**src/rtl/agp32_mem_ctrl.sv**
```systemverilog
// agp32 MEM-stage controller: one request at a time, drives the data-memory command bus,
// runs the half-sum accelerator and the interrupt handshake. Optional macro: AGP32_MEM_ERR_RECOVER_EN.
module agp32_mem_ctrl #(
   parameter int DATA_W      = 32,
   parameter int ADDR_W      = 32,
   parameter int ACC_LATENCY = 2
) (
   input  logic                clk,
   input  logic                rst_n,
   input  logic                req_valid,
   input  logic [2:0]          req_op,
   input  logic [ADDR_W-1:0]   req_addr,
   input  logic [DATA_W-1:0]   req_wdata,
   output logic                req_ready,
   output logic                stall,
   input  logic                mem_ready,
   input  logic                mem_start_ready,
   input  logic [1:0]          mem_error,
   input  logic [DATA_W-1:0]   mem_rdata,
   output logic [2:0]          command,
   output logic [ADDR_W-1:0]   data_addr,
   output logic [DATA_W-1:0]   data_wdata,
   output logic [DATA_W/8-1:0] data_wstrb,
   output logic [DATA_W-1:0]   resp_data,
   output logic                resp_valid,
   output logic                interrupt_req,
   input  logic                interrupt_ack
);

   localparam int NB     = DATA_W / 8;
   localparam int LANE_W = (NB > 1) ? $clog2(NB) : 1;
   localparam int HALF   = DATA_W / 2;
   localparam int CNT_W  = $clog2(ACC_LATENCY + 1);

   localparam logic [2:0] OP_LW  = 3'd1;
   localparam logic [2:0] OP_LB  = 3'd2;
   localparam logic [2:0] OP_SW  = 3'd3;
   localparam logic [2:0] OP_SB  = 3'd4;
   localparam logic [2:0] OP_ACC = 3'd5;
   localparam logic [2:0] OP_INT = 3'd6;

   localparam logic [2:0] CMD_IDLE    = 3'd0;
   localparam logic [2:0] CMD_REFRESH = 3'd1;
   localparam logic [2:0] CMD_READ    = 3'd2;
   localparam logic [2:0] CMD_WRITE   = 3'd3;
   localparam logic [2:0] CMD_INT     = 3'd4;

   localparam logic [1:0] LD_NONE = 2'd0;
   localparam logic [1:0] LD_WORD = 2'd1;
   localparam logic [1:0] LD_BYTE = 2'd2;

   typedef enum logic [2:0] {
      S_IDLE     = 3'd0,
      S_WAIT_MEM = 3'd1,
      S_WAIT_ACC = 3'd2,
      S_INIT     = 3'd3,
      S_WAIT_INT = 3'd4,
      S_ERROR    = 3'd5
   } state_t;

   state_t              state_q, state_d;
   logic [2:0]          command_q, command_d;
   logic [ADDR_W-1:0]   data_addr_q, data_addr_d;
   logic [DATA_W-1:0]   data_wdata_q, data_wdata_d;
   logic [NB-1:0]       data_wstrb_q, data_wstrb_d;
   logic [DATA_W-1:0]   resp_data_q, resp_data_d;
   logic                resp_valid_q, resp_valid_d;
   logic                interrupt_req_q, interrupt_req_d;
   logic [CNT_W-1:0]    acc_cnt_q, acc_cnt_d;
   logic [DATA_W-1:0]   acc_arg_q, acc_arg_d;
   logic                do_int_q, do_int_d;
   logic [1:0]          ld_kind_q, ld_kind_d;
   logic [LANE_W-1:0]   ld_lane_q, ld_lane_d;
`ifdef AGP32_MEM_ERR_RECOVER_EN
   logic [2:0]          err_cnt_q, err_cnt_d;
`endif

   logic [HALF-1:0]     acc_sum;
   logic [LANE_W-1:0]   req_lane;
   logic                err_now;

   assign err_now   = (mem_error != 2'b00);
   assign req_ready = (state_q == S_IDLE) && mem_ready && !err_now;
   assign stall     = !req_ready;
   assign acc_sum   = acc_arg_q[DATA_W-1:HALF] + acc_arg_q[HALF-1:0];
   assign req_lane  = req_addr[LANE_W-1:0];

   always_comb begin
      state_d         = state_q;
      command_d       = command_q;
      data_addr_d     = data_addr_q;
      data_wdata_d    = data_wdata_q;
      data_wstrb_d    = data_wstrb_q;
      resp_data_d     = resp_data_q;
      resp_valid_d    = 1'b0;
      interrupt_req_d = interrupt_req_q;
      acc_cnt_d       = acc_cnt_q;
      acc_arg_d       = acc_arg_q;
      do_int_d        = do_int_q;
      ld_kind_d       = ld_kind_q;
      ld_lane_d       = ld_lane_q;
`ifdef AGP32_MEM_ERR_RECOVER_EN
      err_cnt_d       = err_cnt_q;
`endif
      // A memory error beats every other transition, whatever the state.
      if (err_now) begin
         state_d   = S_ERROR;
         command_d = CMD_IDLE;
`ifdef AGP32_MEM_ERR_RECOVER_EN
         err_cnt_d = 3'd0;
`endif
      end else begin
         case (state_q)
            S_INIT: begin
               if (mem_start_ready) begin
                  state_d   = S_WAIT_MEM;
                  command_d = CMD_REFRESH;
               end
            end
            S_IDLE: begin
               command_d = CMD_IDLE;
               if (!mem_ready) begin
                  state_d = S_WAIT_MEM;
               end else if (req_valid) begin
                  case (req_op)
                     OP_INT: begin
                        command_d   = CMD_INT;
                        data_addr_d = '0;
                        do_int_d    = 1'b1;
                        state_d     = S_WAIT_MEM;
                     end
                     OP_LW, OP_LB: begin
                        command_d   = CMD_READ;
                        data_addr_d = req_addr;
                        ld_kind_d   = (req_op == OP_LW) ? LD_WORD : LD_BYTE;
                        ld_lane_d   = req_lane;
                        state_d     = S_WAIT_MEM;
                     end
                     OP_SW: begin
                        command_d    = CMD_WRITE;
                        data_addr_d  = req_addr;
                        data_wdata_d = req_wdata;
                        data_wstrb_d = '1;
                        state_d      = S_WAIT_MEM;
                     end
                     OP_SB: begin
                        command_d              = CMD_WRITE;
                        data_addr_d            = req_addr;
                        data_wdata_d           = {NB{req_wdata[7:0]}};
                        data_wstrb_d           = '0;
                        data_wstrb_d[req_lane] = 1'b1;
                        state_d                = S_WAIT_MEM;
                     end
                     OP_ACC: begin
                        acc_arg_d = req_wdata;
                        acc_cnt_d = CNT_W'(ACC_LATENCY);
                        command_d = CMD_REFRESH;
                        state_d   = S_WAIT_ACC;
                     end
                     default: command_d = CMD_REFRESH;
                  endcase
               end
            end
            S_WAIT_MEM: begin
               command_d = CMD_IDLE;
               // Exit only once the issued command has been on the bus for its single cycle.
               if (mem_ready && (command_q == CMD_IDLE)) begin
                  if (do_int_q) begin
                     state_d         = S_WAIT_INT;
                     interrupt_req_d = 1'b1;
                     do_int_d        = 1'b0;
                  end else begin
                     state_d = S_IDLE;
                  end
                  if (ld_kind_q == LD_WORD) begin
                     resp_valid_d = 1'b1;
                     resp_data_d  = mem_rdata;
                  end else if (ld_kind_q == LD_BYTE) begin
                     resp_valid_d = 1'b1;
                     resp_data_d  = {{(DATA_W-8){1'b0}}, mem_rdata[{ld_lane_q, 3'b000} +: 8]};
                  end
                  ld_kind_d = LD_NONE;
               end
            end
            S_WAIT_ACC: begin
               command_d = CMD_IDLE;
               if (acc_cnt_q == '0) begin
                  resp_valid_d = 1'b1;
                  resp_data_d  = {{(DATA_W-HALF){1'b0}}, acc_sum};
                  state_d      = S_IDLE;
               end else begin
                  acc_cnt_d = acc_cnt_q - 1'b1;
               end
            end
            S_WAIT_INT: begin
               command_d = CMD_IDLE;
               if (interrupt_ack) begin
                  interrupt_req_d = 1'b0;
                  state_d         = S_IDLE;
               end
            end
            S_ERROR: begin
               command_d = CMD_IDLE;
`ifdef AGP32_MEM_ERR_RECOVER_EN
               // Four clean cycles in a row before re-initialising the memory.
               if (err_cnt_q == 3'd3) begin
                  state_d         = S_INIT;
                  err_cnt_d       = 3'd0;
                  data_addr_d     = '1;
                  data_wstrb_d    = '0;
                  interrupt_req_d = 1'b0;
                  do_int_d        = 1'b0;
                  ld_kind_d       = LD_NONE;
               end else begin
                  err_cnt_d = err_cnt_q + 3'd1;
               end
`endif
            end
            default: state_d = S_INIT;
         endcase
      end
   end

   always_ff @(posedge clk or negedge rst_n) begin
      if (!rst_n) begin
         state_q         <= S_INIT;
         command_q       <= CMD_IDLE;
         data_addr_q     <= '1;
         data_wdata_q    <= '0;
         data_wstrb_q    <= '0;
         resp_data_q     <= '0;
         resp_valid_q    <= 1'b0;
         interrupt_req_q <= 1'b0;
         acc_cnt_q       <= '0;
         acc_arg_q       <= '0;
         do_int_q        <= 1'b0;
         ld_kind_q       <= LD_NONE;
         ld_lane_q       <= '0;
`ifdef AGP32_MEM_ERR_RECOVER_EN
         err_cnt_q       <= 3'd0;
`endif
      end else begin
         state_q         <= state_d;
         command_q       <= command_d;
         data_addr_q     <= data_addr_d;
         data_wdata_q    <= data_wdata_d;
         data_wstrb_q    <= data_wstrb_d;
         resp_data_q     <= resp_data_d;
         resp_valid_q    <= resp_valid_d;
         interrupt_req_q <= interrupt_req_d;
         acc_cnt_q       <= acc_cnt_d;
         acc_arg_q       <= acc_arg_d;
         do_int_q        <= do_int_d;
         ld_kind_q       <= ld_kind_d;
         ld_lane_q       <= ld_lane_d;
`ifdef AGP32_MEM_ERR_RECOVER_EN
         err_cnt_q       <= err_cnt_d;
`endif
      end
   end

   assign command       = command_q;
   assign data_addr     = data_addr_q;
   assign data_wdata    = data_wdata_q;
   assign data_wstrb    = data_wstrb_q;
   assign resp_data     = resp_data_q;
   assign resp_valid    = resp_valid_q;
   assign interrupt_req = interrupt_req_q;

endmodule

```
**config.mk**
```make
export PLATFORM = sky130hd
export DESIGN_NAME = agp32_mem_ctrl
export DESIGN_NICKNAME = d
export VERILOG_FILES = /design/src/rtl/agp32_mem_ctrl.sv
export SDC_FILE = /design/constraint.sdc
export NUM_CORES = 1
export LEC_CHECK = 0
export BUFFER_PORTS_ARGS = -buffer_cell sky130_fd_sc_hd__buf_2
export CAP_MARGIN = 40
export CORE_ASPECT_RATIO = 0.5
export CORE_UTILIZATION = 35
export DETAILED_ROUTE_END_ITERATION = 7
export PLACE_DENSITY = 0.57
export REMOVE_ABC_BUFFERS = 1
export SLEW_MARGIN = 5
export SYNTH_ARGS = -nofsm -noshare
export SYNTH_HDL_FRONTEND = slang
export SYNTH_SLANG_ARGS = --single-unit
```
**constraint.sdc**
```tcl
create_clock -name clk -period 2.6 [get_ports clk]
set_clock_uncertainty 0.05 [all_clocks]
set_input_delay 0.52 -clock clk [delete_from_list [all_inputs] [get_ports clk]]
set_output_delay 0.52 -clock clk [all_outputs]
set_load 0.01 [all_outputs]
```
==> reports/qor.yml <==
status: "completed"
switching_share: 0.2463
cts_tree: "done"
async_flop_share: 1.000
place_hpwl_um: 14360
worstPathMaxFanout: 3
antenna_found_initial: 0
avgSynthCellArea_sq_um: 10.22
worst_slew_pin_slew_ns: 0.5445
ys.flop_type: "dfrtp_1"
wl_um: 19390
yosys_warnings: 0
leakagePower_nw: 4.737
insertion_delay_ns: 0.42
combPwrFrac: 0.103
cp_slowest_cell: "dfrtp_1"
setup_tns_ns: 0
crit_arrival_ns: 2.78
drt_iter0_markers: 226
holdWs_ns: 0.01194
setup_viol: 0
grt_overflow_total: 0
core_area_sq_um: 19590
floorplan.rows: 36
start_util: 0.3594
io_buffers: 213
crit_chain: "ha_2 -> fa_2 -> a211o_1 -> a21oi_2 -> o21ai_2 -> a31oi_4 -> nor2_2 -> a2111o_1 -> a32o_1"
finalCritPeriodShare: 0.9720
ys_ff_latch: 147
switchingPower_w: 0.001344
r2r-start: "acc_arg_q[0]"
gp_congestion: 0.8440
fin_ws_ns: 0.07287
ctsHoldBuffers: 0
io_pins: 214
die_y_um: 102.3
clkTransAtPathRegs_ns: 0.06
drv_slew: 0
timing.fmax_ghz: 0.3957
grt_pass1_vias: 5874
p_int_w: 0.004113
slew_headroom: 0.6370
ctsHtreeMaxLevel: 4
crit_required_ns: 2.85
criticalPathCategory: "flop to flop"
mostFrequentLayoutCells: "buf_2 (212), nand2_1 (118), dfrtp_1 (113)"
critPathLaunch: "acc_arg_q[0]"
drive_above_1_share: 0.3909
die_area_sq_um: 20730
p_per_area_nw_per_um2: 601.0
final_common_cell: "buf_2"
firstDrtPassIters: 4
synth_edf_count: 0
cts.path.max_buffers: 2
cts.sinks: 147
hold_violations: 0
cp-end-kind: "flop"
max_stage_delay_ns: 0.38
ys_types: 65
grt_pass1_wl_um: 31260
via_per_inst: 4.996
synthCells: 689
drt-wirelength-per-cell_um: 16.33
cts_made_buffers: 17
worstSetupStartpointType: "flop"
hold_path.class: "input port to asynchronous set/reset pin"
pre_cts_ws_ns: -0.03403
vdd_drop_max_mv: 0.3985
fin_nets: 1033
vias: 5930
period_needed_ns: 2.527
ys_seq_area_frac: 0.5284
p_seq_frac: 0.454
diodes: 0
grt_max_degree: 57
post-route-drc-count: 0
nFillCells: 1936
drv_cap: 0
rsz0062_at_grt: "false"
die_w_um: 202.6
grt_usage: 0.1944
syn_to_final_growth_pct: 28.94
clkPwrFrac: 0.443
syn_area_sq_um: 7042
cts-root-buf: "clkbuf_16"
postRouteAntennaNets: 0
==> synth_stat cells (all sizes together), types with 4 or more instances <==
cell type / instances / share of area
a21o: 6 / 0.0068
a21oi: 51 / 0.037
a221oi: 4 / 0.0050
a22o: 32 / 0.040
a22oi: 4 / 0.0043
a31oi: 12 / 0.013
and2: 5 / 0.0046
and3: 11 / 0.0098
buf: 24 / 0.019
clkbuf: 16 / 0.0085
dfrtp: 113 / 0.40
dfstp: 34 / 0.13
ha: 17 / 0.030
inv: 14 / 0.0075
mux2: 36 / 0.058
mux2i: 6 / 0.0085
nand2: 118 / 0.063
nand3: 31 / 0.022
nor2: 42 / 0.024
nor3: 7 / 0.0057
o21a: 4 / 0.0043
o21ai: 40 / 0.029
o221ai: 4 / 0.0050
o22ai: 4 / 0.0036
xnor2: 7 / 0.0087
==> power groups by stage <==
stage          sequential [W]  combinational (W)  clock, W
2_1_floorplan         0.00256           0.000165         0
3_3_place_gp          0.00251           0.000564         0
3_5_place_dp          0.00251           0.000572         0
4_1_cts               0.00248           0.000573   0.00250
5_1_grt               0.00249           0.000630   0.00261
6_report              0.00248           0.000563   0.00242
==> timing repair <==
item | CTS | global route
pin swaps | 0 | 4
resized for setup | 1 | 1
buffers inserted | 0 | 1
hold endpoints to repair | 0 | 0
setup endpoints to repair | 1 | 2
cloned | 0 | 0
==> per-stage QoR <==
step | std cells | utilization | area, sq um | power (W)
floorplan | 649 | - | 6847 | 0.002729
global placement | 1154 | 0.4330 | 8484 | 0.003077
detailed placement | 1154 | 0.4330 | 8484 | 0.003087
CTS | 1186 | 0.4629 | 9070 | 0.005553
global route | 1187 | 0.4634 | 9080 | 0.005728
finish | 1187 | 0.4634 | 9080 | 0.005457
==> sequential cells by signal, summed over array words and instances (netlist names), 2 cells and up <==
name / count
acc_arg_q: 32
data_addr: 32
data_wdata: 32
resp_data: 32
data_wstrb: 4
command: 3
state_q: 3
acc_cnt_q: 2
ld_kind_q: 2
ld_lane_q: 2
==> area by class of cell <==
type                            count  area, sq um  share of cell area
Tap cell                          266        332.8             0.03665
Clock inverter                      9        72.57            0.007992
Clock buffer                       23        510.5             0.05622
Timing Repair Buffer              240         1313              0.1446
Sequential cell                   147         3721              0.4098
Multi-Input combinational cell    487         3073              0.3384
Inverter                           15        57.56            0.006339
==> worst max-delay path, delay by kind of cell, from the launching register on <==
| family | cells | cell delay [ns] |
|---|---|---|
| AOI/OAI and AO/OA | 6 | 1.35 |
| adders and majority gates | 2 | 0.55 |
| DFF | 1 | 0.38 |
| and+or+nand+nor | 1 | 0.06 |
==> worst paths after layout <==
check | end | slack [ns] | cells after the start
setup / recovery | resp_data[14] | 0.07 | 9
hold / removal | acc_arg_q[15] | 0.01 | 1
setup reg to reg | resp_data[14] | 0.07 | 9
hold reg to reg | resp_data[28] | 0.41 | 2
max in group asynchronous | data_addr[30] | 1.75 | 2
min in group clk | data_addr[14] | 0.27 | 2
==> layer usage <==
metal	vias up	routed length, um	GRT usage
li1	2904	-	-
met1	2867	9176	0.2626
met2	142	9189	0.3143
met3	17	799	0.04082
met4	0	221	0.06362
met5	-	0	0
==> cells by family (layout without fill, tap and decap cells) <==
family	Yosys count	after routing	synth area share
simple gates	232	232	0.1473
flops	147	147	0.5284
buf+inv	55	287	0.03589
compound gates	185	185	0.1768
xor+xnor	10	10	0.01244
mux	42	42	0.06610
fa+ha+maj	18	18	0.03305
(Power assumes the default switching activity.)
